--- src/rtl/bp_pkg.sv ---
// Shared definitions for the breakpoint unit: mode encodings, register offsets and the channel stride.
// Holds no logic of its own.
// Imported by bp_channel and bp_unit.
package bp_pkg;

   typedef enum logic [1:0] {
      BP_MODE_EXEC = 2'b00,   // instruction fetch on pc/pcValid
      BP_MODE_ST   = 2'b01,   // store on dataAddr/dataWe
      BP_MODE_LD   = 2'b10,   // load on dataAddr/dataRe
      BP_MODE_ANY  = 2'b11    // load or store
   } bpMode_t;

   // Channel configuration held in CTRL/ADDR_LO/ADDR_HI
   typedef struct packed {
      logic        en;
      bpMode_t     mode;
      logic [31:0] addr;
   } bpCfg_t;

   // Per-channel word offsets (within the 8-word channel slot)
   localparam logic [2:0] CTRL    = 3'd0;
   localparam logic [2:0] ADDR_LO = 3'd1;
   localparam logic [2:0] ADDR_HI = 3'd2;
   localparam logic [2:0] COUNT   = 3'd3;
   localparam logic [2:0] MASK_LO = 3'd4;
   localparam logic [2:0] MASK_HI = 3'd5;

   // Global word offsets (within the slot that follows the last channel)
   localparam logic [2:0] STATUS  = 3'd0;
   localparam logic [2:0] LAST_LO = 3'd1;
   localparam logic [2:0] LAST_HI = 3'd2;

   localparam int BP_STRIDE = 8;

   // Hit counter increment that sticks at all-ones
   function automatic logic [15:0] satInc(input logic [15:0] v);
      return (v == 16'hFFFF) ? v : v + 16'd1;
   endfunction

endpackage

--- src/rtl/bp_channel.sv ---
// One breakpoint channel: config registers, address comparator and saturating hit counter.
// Latency: match and rdData are combinational; register writes land on the next posedge.
// Backpressure: none; writes always accepted, the comparator uses pre-write register values.
// Ports: clk/rst; wrEn/regOff/wrData bus write into this slot; regOff also selects rdData;
//        pc/pcValid, dataAddr/dataRe/dataWe watched streams; match, streamAddr (address
//        compared this cycle), rdData readback.
// Optional build macro BP_ADDR_MASK_EN adds MASK_LO/MASK_HI (set mask bits are don't-care).
module bp_channel
   import bp_pkg::*;
(
   input  logic        clk,
   input  logic        rst,
   input  logic        wrEn,
   input  logic [2:0]  regOff,
   input  logic [15:0] wrData,
   input  logic [31:0] pc,
   input  logic        pcValid,
   input  logic [31:0] dataAddr,
   input  logic        dataRe,
   input  logic        dataWe,
   output logic        match,
   output logic [31:0] streamAddr,
   output logic [15:0] rdData
);

   bpCfg_t      cfg;
   logic [15:0] count;
   logic        strobe;
   logic [31:0] maskRd;
   logic [31:0] cmpMask;

`ifdef BP_ADDR_MASK_EN
   logic [31:0] mask;
   assign maskRd  = mask;
   assign cmpMask = ~mask;
`else
   assign maskRd  = 32'd0;
   assign cmpMask = 32'hFFFF_FFFF;
`endif

   always_comb begin
      strobe     = 1'b0;
      streamAddr = dataAddr;
      case (cfg.mode)
         BP_MODE_EXEC: begin
            strobe     = pcValid;
            streamAddr = pc;
         end
         BP_MODE_ST:  strobe = dataWe;
         BP_MODE_LD:  strobe = dataRe;
         BP_MODE_ANY: strobe = dataRe | dataWe;
         default:     strobe = 1'b0;
      endcase
   end

   assign match = cfg.en && strobe && (((streamAddr ^ cfg.addr) & cmpMask) == 32'd0);

   always_ff @(posedge clk) begin
      if (rst) begin
         cfg   <= '0;
         count <= 16'd0;
`ifdef BP_ADDR_MASK_EN
         mask  <= 32'd0;
`endif
      end else begin
         if (match) count <= satInc(count);
         // A bus write to COUNT in the same cycle as a hit wins (clears)
         if (wrEn) begin
            case (regOff)
               CTRL: begin
                  cfg.en   <= wrData[0];
                  cfg.mode <= bpMode_t'(wrData[2:1]);
               end
               ADDR_LO: cfg.addr[15:0]  <= wrData;
               ADDR_HI: cfg.addr[31:16] <= wrData;
               COUNT:   count           <= 16'd0;
`ifdef BP_ADDR_MASK_EN
               MASK_LO: mask[15:0]      <= wrData;
               MASK_HI: mask[31:16]     <= wrData;
`endif
               default: ;
            endcase
         end
      end
   end

   always_comb begin
      rdData = 16'd0;
      case (regOff)
         CTRL:    rdData = {13'd0, cfg.mode, cfg.en};
         ADDR_LO: rdData = cfg.addr[15:0];
         ADDR_HI: rdData = cfg.addr[31:16];
         COUNT:   rdData = count;
         MASK_LO: rdData = maskRd[15:0];
         MASK_HI: rdData = maskRd[31:16];
         default: rdData = 16'd0;
      endcase
   end

endmodule

--- src/rtl/bp_unit.sv ---
// Memory-mapped hardware breakpoint unit with NUM_BP channels, sticky status and halt request.
// Latency: hits register on the next posedge; read data returns READ_LAT cycles after re (0 = same cycle).
// Backpressure: none; every in-window re produces exactly one ready, one per cycle when re is held.
// Ports: clk/rst; addr/write/we/re bus in, read/ready/sel bus out; pc/pcValid and
//        dataAddr/dataRe/dataWe watched streams; halt/hitIdx to the control unit.
// Optional build macro BP_ADDR_MASK_EN enables per-channel address masks (see bp_channel).
module bp_unit
   import bp_pkg::*;
#(
   parameter int          NUM_BP    = 4,
   parameter logic [31:0] BASE_ADDR = 32'hFFFFF000,
   parameter int          READ_LAT  = 1
)(
   input  logic        clk,
   input  logic        rst,
   input  logic [31:0] addr,
   input  logic [15:0] write,
   input  logic        we,
   input  logic        re,
   output logic [15:0] read,
   output logic        ready,
   output logic        sel,
   input  logic [31:0] pc,
   input  logic        pcValid,
   input  logic [31:0] dataAddr,
   input  logic        dataRe,
   input  logic        dataWe,
   output logic        halt,
   output logic [2:0]  hitIdx
);

   logic              inWin;
   logic [2:0]        chanSel;
   logic [2:0]        regOff;
   logic              globSel;
   logic [NUM_BP-1:0] match;
   logic [31:0]       streamAddr [NUM_BP];
   logic [15:0]       chanRd     [NUM_BP];
   logic [NUM_BP-1:0] status;
   logic [NUM_BP-1:0] statusNext;
   logic [NUM_BP-1:0] w1c;
   logic              statusWr;
   logic              clrPending;
   logic [31:0]       last;
   logic [2:0]        firstIdx;
   logic [31:0]       firstAddr;
   logic [15:0]       rdNow;
   logic              rdHit;

   assign inWin   = (addr[31:6] == BASE_ADDR[31:6]);
   assign sel     = inWin && (re || we);
   assign chanSel = addr[5:3];
   assign regOff  = addr[2:0];
   // With NUM_BP=8 the global slot falls outside the 64-word window and is unreachable
   assign globSel = ({1'b0, chanSel, 3'b000} == 7'(NUM_BP * BP_STRIDE));

   for (genvar k = 0; k < NUM_BP; k++) begin : gChan
      bp_channel uChan (
         .clk        (clk),
         .rst        (rst),
         .wrEn       (we && inWin && (chanSel == 3'(k))),
         .regOff     (regOff),
         .wrData     (write),
         .pc         (pc),
         .pcValid    (pcValid),
         .dataAddr   (dataAddr),
         .dataRe     (dataRe),
         .dataWe     (dataWe),
         .match      (match[k]),
         .streamAddr (streamAddr[k]),
         .rdData     (chanRd[k])
      );
   end

   // Lowest-index matching channel supplies hitIdx and LAST
   always_comb begin
      firstIdx  = 3'd0;
      firstAddr = 32'd0;
      for (int k = NUM_BP - 1; k >= 0; k--) begin
         if (match[k]) begin
            firstIdx  = 3'(k);
            firstAddr = streamAddr[k];
         end
      end
   end

   // Set beats write-1-to-clear when both hit the same bit
   assign statusWr   = we && inWin && globSel && (regOff == STATUS);
   assign w1c        = statusWr ? write[NUM_BP-1:0] : '0;
   assign statusNext = (status & ~w1c) | match;

   always_ff @(posedge clk) begin
      if (rst) begin
         status     <= '0;
         clrPending <= 1'b0;
         halt       <= 1'b0;
         hitIdx     <= 3'd0;
         last       <= 32'd0;
      end else begin
         status     <= statusNext;
         // halt drops one edge after a W1C write empties STATUS
         clrPending <= statusWr && (statusNext == '0);
         // A hit landing on the clearing edge re-arms halt rather than being lost
         if ((|match) && (!halt || clrPending)) begin
            halt   <= 1'b1;
            hitIdx <= firstIdx;
            last   <= firstAddr;
         end else if (clrPending) begin
            halt   <= 1'b0;
         end
      end
   end

   always_comb begin
      rdNow = 16'd0;
      if (globSel) begin
         case (regOff)
            STATUS:  rdNow = 16'(status);
            LAST_LO: rdNow = last[15:0];
            LAST_HI: rdNow = last[31:16];
            default: rdNow = 16'd0;
         endcase
      end else begin
         for (int k = 0; k < NUM_BP; k++) begin
            if (chanSel == 3'(k)) rdNow = chanRd[k];
         end
      end
   end

   assign rdHit = re && inWin;

   // Read data is captured on the re cycle and travels with its valid bit;
   // read is driven only while ready is high.
   if (READ_LAT == 0) begin : gLat0
      assign ready = rdHit;
      assign read  = rdHit ? rdNow : 16'd0;
   end else begin : gLatN
      logic [READ_LAT-1:0] vldPipe;
      logic [15:0]         datPipe [READ_LAT];

      always_ff @(posedge clk) begin
         if (rst) begin
            vldPipe <= '0;
            for (int i = 0; i < READ_LAT; i++) datPipe[i] <= 16'd0;
         end else begin
            vldPipe[0] <= rdHit;
            datPipe[0] <= rdHit ? rdNow : 16'd0;
            for (int i = 1; i < READ_LAT; i++) begin
               vldPipe[i] <= vldPipe[i-1];
               datPipe[i] <= datPipe[i-1];
            end
         end
      end

      assign ready = vldPipe[READ_LAT-1];
      assign read  = ready ? datPipe[READ_LAT-1] : 16'd0;
   end

endmodule
--- config.mk ---
export PLATFORM = sky130hd
export DESIGN_NAME = bp_unit
export DESIGN_NICKNAME = d
export VERILOG_FILES = /design/src/rtl/bp_pkg.sv /design/src/rtl/bp_channel.sv /design/src/rtl/bp_unit.sv
export SDC_FILE = /design/constraint.sdc
export NUM_CORES = 1
export LEC_CHECK = 0
export BUFFER_PORTS_ARGS = -buffer_cell sky130_fd_sc_hd__buf_4
export CORE_MARGIN = 3
export CORE_UTILIZATION = 45
export DETAILED_ROUTE_END_ITERATION = 8
export PLACE_DENSITY = 0.65
export SETUP_SLACK_MARGIN = 0.4
export SKIP_CTS_REPAIR_TIMING = 1
export SLEW_MARGIN = 20
export SYNTH_ARGS = -nofsm -noshare
export SYNTH_HDL_FRONTEND = slang
export SYNTH_HIERARCHICAL = 1
export SYNTH_SLANG_ARGS = --single-unit
--- constraint.sdc ---
create_clock -name clk -period 4.7 [get_ports clk]
set_input_delay 0.47 -clock clk [delete_from_list [all_inputs] [get_ports clk]]
set_output_delay 0.47 -clock clk [all_outputs]
set_load 0.01 [all_outputs]
==> metrics.txt, run 1 <==
CP Max Fanout=23; first-pass GRT wire length=135 mm; Clock Sinks=261; Post-Place Setup Slack=0.642 ns; Worst-path clk slew=0.07 ns; Worst-Margin Slew=1.13 ns; Leak Pwr=7.88 nW; GRT overflow=0; Final Wtd Congestion=1.07; yosys warns=6; Final Util=52.2%; Core Box Area=0.0410 mm2; startpoint types=register; Max VDD drop=0.000266 V; largest area contributor in the netlist=dfxtp_1; hold path start=write[12]; H-tree level count=2; complex-gate fraction of the synthesized area=23.3%; status=finished clean; vias in the first global route=19500; # setup viols final=0; WL final=94.8 mm; Row Count=74; Critical Path RT=5.16 ns; max-slew violation count=0; CTS max path bufs=3; largest net degree at the start of global routing=71; Synth Area in XOR/XNOR=5.78%; initial antenna violation count=2; Non-Filler Instances=3203; Top Usage Layer GRT=met2; Total Power=5.84 mW; met3 global-route usage=10.3%; fillers=4049; drt wl/cell=29.6 um; Iter 0 DRT Violations=3118; Top FF cell, synth=dfxtp_1; post-synthesis sequential area ratio=27.8%; Sum Neg Setup Slack=0 ns; CTS root buffer=clkbuf_16; initial core utilization=45.8%; CTS tree=done; Post-DRT Antenna Nets=0; Setup Skew=0.0229 ns; clk_lat worst skew=0.56 ns; Yosys reg bits=261; EDFF count, synth=0; most frequent cells in the layout=nand2_1 (641), dfxtp_1 (261), a21oi_1 (204), buf_4 (174), inv_1 (110); fraction of registers with async set/reset=0%; Crit Path Class=reg -> reg; I/O pins=141; GRT Util Overall=41.3%; Worst Setup SP=gChan[0].uChan/cfg[32]; final hold vios=0; Synth area leaders=dfxtp_1 (28%), nand2_1 (13%), a21oi_1 (5.4%), xnor2_1 (4.1%), a22oi_1 (2.9%); syn_area_per_cell=7.26 um2; met2 usage=60.1%; Post-Synth Simple-Gate Area=29.7%; cell count after synthesis=2590; RSZ-0062 raised after global routing=false; mux contribution to synthesized area=7.32%; Die Width=210 um; most common cell after layout, fill and taps aside=nand2_1; Max-Cap Viols=0; layout cell share with drive strength beyond 1=12.7%; Die H=210 um; Synthesized Nets=2713; # DRC=0; Area growth, synth to finish=13.9%; CTS Buf Count=34; Slew headroom=24.5%; Worst Setup End Kind=register; area share of the largest cell type after synthesis=27.8%; GRT met1 Usage=54.0%; Power Density=273 mW/mm2; fin crit period=4.00 ns; fmax=0.250 GHz; largest family of logic cells by synthesized area=simple AND/OR/NAND/NOR gates; Syn Std Cell Area=0.0188 mm2; DP HPWL=68.1 mm; Vias/cell=6.66; die area=0.0443 mm2; placed insts=3141; Tcrit/Tclk final=85.1%; NumNets Final=2768; WP data arrival=4.46 ns; Post-Synth Adder-Cell Area=0.266%; min-delay worst type=in -> reg; Final WS setup=0.702 ns; origin of the critical flop-to-flop path=gChan[0].uChan/cfg[32]; via count=21300; Port-buffer cells=139; Netlist cell types=72; first drt pass iteration count=7
through the flow:
step / area [um2] / hold slack (ns)
2_1_floorplan: 18800 / 0.436
3_3_place_gp: 20100 / 0.445
3_5_place_dp: 20100 / 0.447
4_1_cts: 21400 / 0.263
5_1_grt: 21400 / 0.285
6_report: 21400 / 0.281
power by group:
group          internal [mW]   switching, mW
Sequential              2.21  0.000000000609
Clock                   1.87            1.10
Combinational          0.182           0.475
Total                   4.26            1.57
synthesized netlist by cell type, types with 58 or more instances:
library cell and count:
o22ai_1 60, dfxtp_1 261, clkbuf_1 121, xnor2_1 88
nand2b_1 58, o21ai_0 93, inv_1 111, nand2_1 641
a22oi_1 72, nor2_1 105, a21oi_1 204
state kept, by name, summed over array words and instances, names as in the netlist:
name               count
gLatN.datPipe         16
halt                   1
status                 4
gChan.uChan/cfg      140
gChan.uChan/count     64
hitIdx                 2
clrPending             1
last                  32
ready                  1
cells by family after synthesis:
logic type / Yosys count
XOR/XNOR: 124
other: 1
buffers and inverters: 267
AO/OA/AOI/OAI: 653
flip-flops: 261
multiplexers: 108
AND/OR/NAND/NOR: 1172
adder cells (fa/ha/maj): 4
path summary, 6_finish.rpt:
check / endpoint / slack (ns) / cells past startpoint
min reg2reg: last[31] / 0.45 / 2
max: last[14] / 0.70 / 12
max reg2reg: last[14] / 0.70 / 12
min: gChan[3].uChan/cfg[12] / 0.28 / 3
layout make-up:
type                       instances  area (um2)  share of cell area (%)
inverter                         111         417                    1.95
timing repair buffer             175        1320                    6.15
tap                              532         666                    3.11
clock buffer                      42         942                    4.40
clock inverter                    18         307                    1.43
sequential                       261        5230                    24.4
antenna                            2        5.00                  0.0234
multi-input combinational       2062       12500                    58.5
metal layers:
layer / part of all wire, % / routed length (um) / vias to the layer above
met1: 39 / 36700 / 10200
met5: 0.0095 / 9 / -
met4: 7.9 / 7480 / 2
met2: 41 / 39100 / 1501
met3: 12 / 11400 / 360
li1: - / - / 9303
critical path, cell delays in order, from the launching register on:
cell,delay (ns)
dfxtp_1,0.47
or2_2,0.45
buf_4,0.37
o2111ai_1,0.15
nand2_1,0.18
and3b_1,0.23
nand4_4,0.19
inv_1,0.40
or2_2,0.50
buf_4,0.35
a221oi_1,0.07
or3_1,0.36
a21oi_1,0.15
Power figures use the tool's default switching activity.
==> run 2: changes to the inputs <==
- CELL_PAD_IN_SITES_DETAIL_PLACEMENT: unset -> 0
- CELL_PAD_IN_SITES_GLOBAL_PLACEMENT: unset -> 1
- PLACE_DENSITY: 0.65 -> 0.83
==> metrics.txt, run 2 (synthesis results as in run 1) <==
Post-Place Setup Slack=0.678 ns (was 0.642 ns); Iter 0 DRT Violations=2668 (was 3118); initial antenna violation count=0 (was 2); slowest stage cell on the critical path=nor4_1 (was or2_2); Leak Pwr=7.85 nW (was 7.88 nW); CTS root buffer=clkbuf_16 (unchanged); Vias/cell=6.53 (was 6.66); GRT Util Overall=41.5% (was 41.3%); Core Box Area=0.0410 mm2 (unchanged); initial core utilization=45.8% (unchanged); NumNets Final=2770 (was 2768); I/O pins=141 (unchanged); status=finished clean (unchanged); clk_lat worst skew=0.62 ns (was 0.56 ns); die area=0.0443 mm2 (unchanged); Largest delay share family, worst path=simple AND/OR/NAND/NOR gates (unchanged); Non-Filler Instances=3203 (unchanged); most frequent cells in the layout=nand2_1 (641), dfxtp_1 (261), a21oi_1 (204), buf_4 (179), inv_1 (110) (was nand2_1 (641), dfxtp_1 (261), a21oi_1 (204), buf_4 (174), inv_1 (110)); Post-DRT Antenna Nets=0 (unchanged); Slew headroom=30.5% (was 24.5%); CP Max Fanout=66 (was 23); Tcrit/Tclk final=89.3% (was 85.1%); # DRC=0 (unchanged); Die H=210 um (unchanged); RSZ-0062 raised after global routing=false (unchanged); CP bufs+invs=3 (unchanged); GRT overflow=0 (unchanged); Sum Neg Setup Slack=0 ns (unchanged); fin crit period=4.20 ns (was 4.00 ns); via count=20900 (was 21300); drt wl/cell=29.7 um (was 29.6 um); Area growth, synth to finish=13.4% (was 13.9%); Setup Skew=0.0226 ns (was 0.0229 ns); startpoint types=register (unchanged); Row Count=74 (unchanged); WP data arrival=4.71 ns (was 4.46 ns); max FFs per register=140 (unchanged); Max-Cap Viols=0 (unchanged); Total Power=5.56 mW (was 5.84 mW); CTS tree=done (unchanged); Crit path top cell by count=buf_4; Crit Path Class=reg -> reg (unchanged); Clock Sinks=261 (unchanged); # diodes=0 (was 2); Port-buffer cells=139 (unchanged); max-slew violation count=0 (unchanged); biggest regs=gChan.uChan/cfg x140, gChan.uChan/count x64, last x32 (unchanged); Reg2Reg Setup Slack=0.50 ns (was 0.70 ns); critical-path cell list=nor2_2 > buf_4 > o221ai_1 > nor4_1 > o2111a_2 > nand4_4 > inv_1 > or2_2 > o31ai_4 > buf_4 > or3_1 > a21oi_1 (was or2_2 > buf_4 > o2111ai_1 > nand2_1 > and3b_1 > nand4_4 > inv_1 > or2_2 > buf_4 > a221oi_1 > or3_1 > a21oi_1); Worst Setup End Kind=register (unchanged); final hold vios=0 (unchanged); fmax=0.238 GHz (was 0.250 GHz); Final Wtd Congestion=1.09 (was 1.07); layout cell share with drive strength beyond 1=12.9% (was 12.7%); min-delay worst type=in -> reg (unchanged); Critical Path RT=5.22 ns (was 5.16 ns); biggest cell delay along the critical path=0.53 ns (was 0.50 ns); CTS Buf Count=31 (was 34); DP HPWL=68.7 mm (was 68.1 mm); Worst-path clk slew=0.07 ns (about the same); vias in the first global route=19400 (was 19500); H-tree level count=1 (was 2); Reg with most FFs=gChan.uChan/cfg (unchanged); Final WS setup=0.505 ns (was 0.702 ns); placed insts=3146 (was 3141); Worst-Margin Slew=1.04 ns (was 1.13 ns); largest net degree at the start of global routing=67 (was 71); Max VDD drop=0.000282 V (was 0.000266 V); first drt pass iteration count=6 (was 7); first-pass GRT wire length=136 mm (was 135 mm); most common cell after layout, fill and taps aside=nand2_1 (unchanged); # setup viols final=0 (unchanged); WL final=95.1 mm (was 94.8 mm); Die Width=210 um (unchanged); Power Density=261 mW/mm2 (was 273 mW/mm2); CTS max path bufs=3 (unchanged)
[run 2: tightest hold or removal path: cells and delay by family]
kind	cells	cell delay, ns
simple gates	1	0.08
buf+inv	1	0.19
compound gates	1	0.05
[run 2: per-layer routing]
| layer | share of wire (%) | vias to the layer above | global-route usage, % |
|---|---|---|---|
| li1 | - | 9300 | - |
| met1 | 39 | 9932 | 54.0 |
| met2 | 42 | 1349 | 61.9 |
| met3 | 11 | 322 | 9.61 |
| met4 | 7.8 | 0 | 26.8 |
| met5 | 0 | - | 0 |
[run 2: power breakdown]
part	internal [mW]	total [mW]	switching (mW)
Sequential	2.21	2.21	0.000000000601
Clock	1.64	2.69	1.05
Combinational	0.184	0.655	0.471
Total	4.03	5.56	1.53
[run 2: final timing paths]
check / start / cells after the start / end
worst max register to register: gChan[0].uChan/cfg[33] / 12 / last[26]
worst min register to register: last[30] / 2 / last[30]
worst max-delay path: gChan[0].uChan/cfg[33] / 12 / last[26]
worst min-delay path: write[4] / 3 / gChan[1].uChan/cfg[4]
[run 2: final cells by class]
cell class / count / area (um2)
multi-input cells: 2062 / 12500
clock inverters: 17 / 245
fillers: 4065 / 19700
repair buffers: 180 / 1360
flip-flops and latches: 261 / 5230
well taps: 532 / 666
inverters: 111 / 417
clock buffers: 40 / 880
[run 2: stage by stage]
stage	cell area, um2	util [%]	hold slack [ns]
after detailed placement	20200	49.2	0.450
after global placement	20200	49.2	0.445
after CTS	21300	52.0	0.205
final	21300	52.0	0.219
after global routing	21300	52.0	0.224
after floorplan	18800	-	0.436
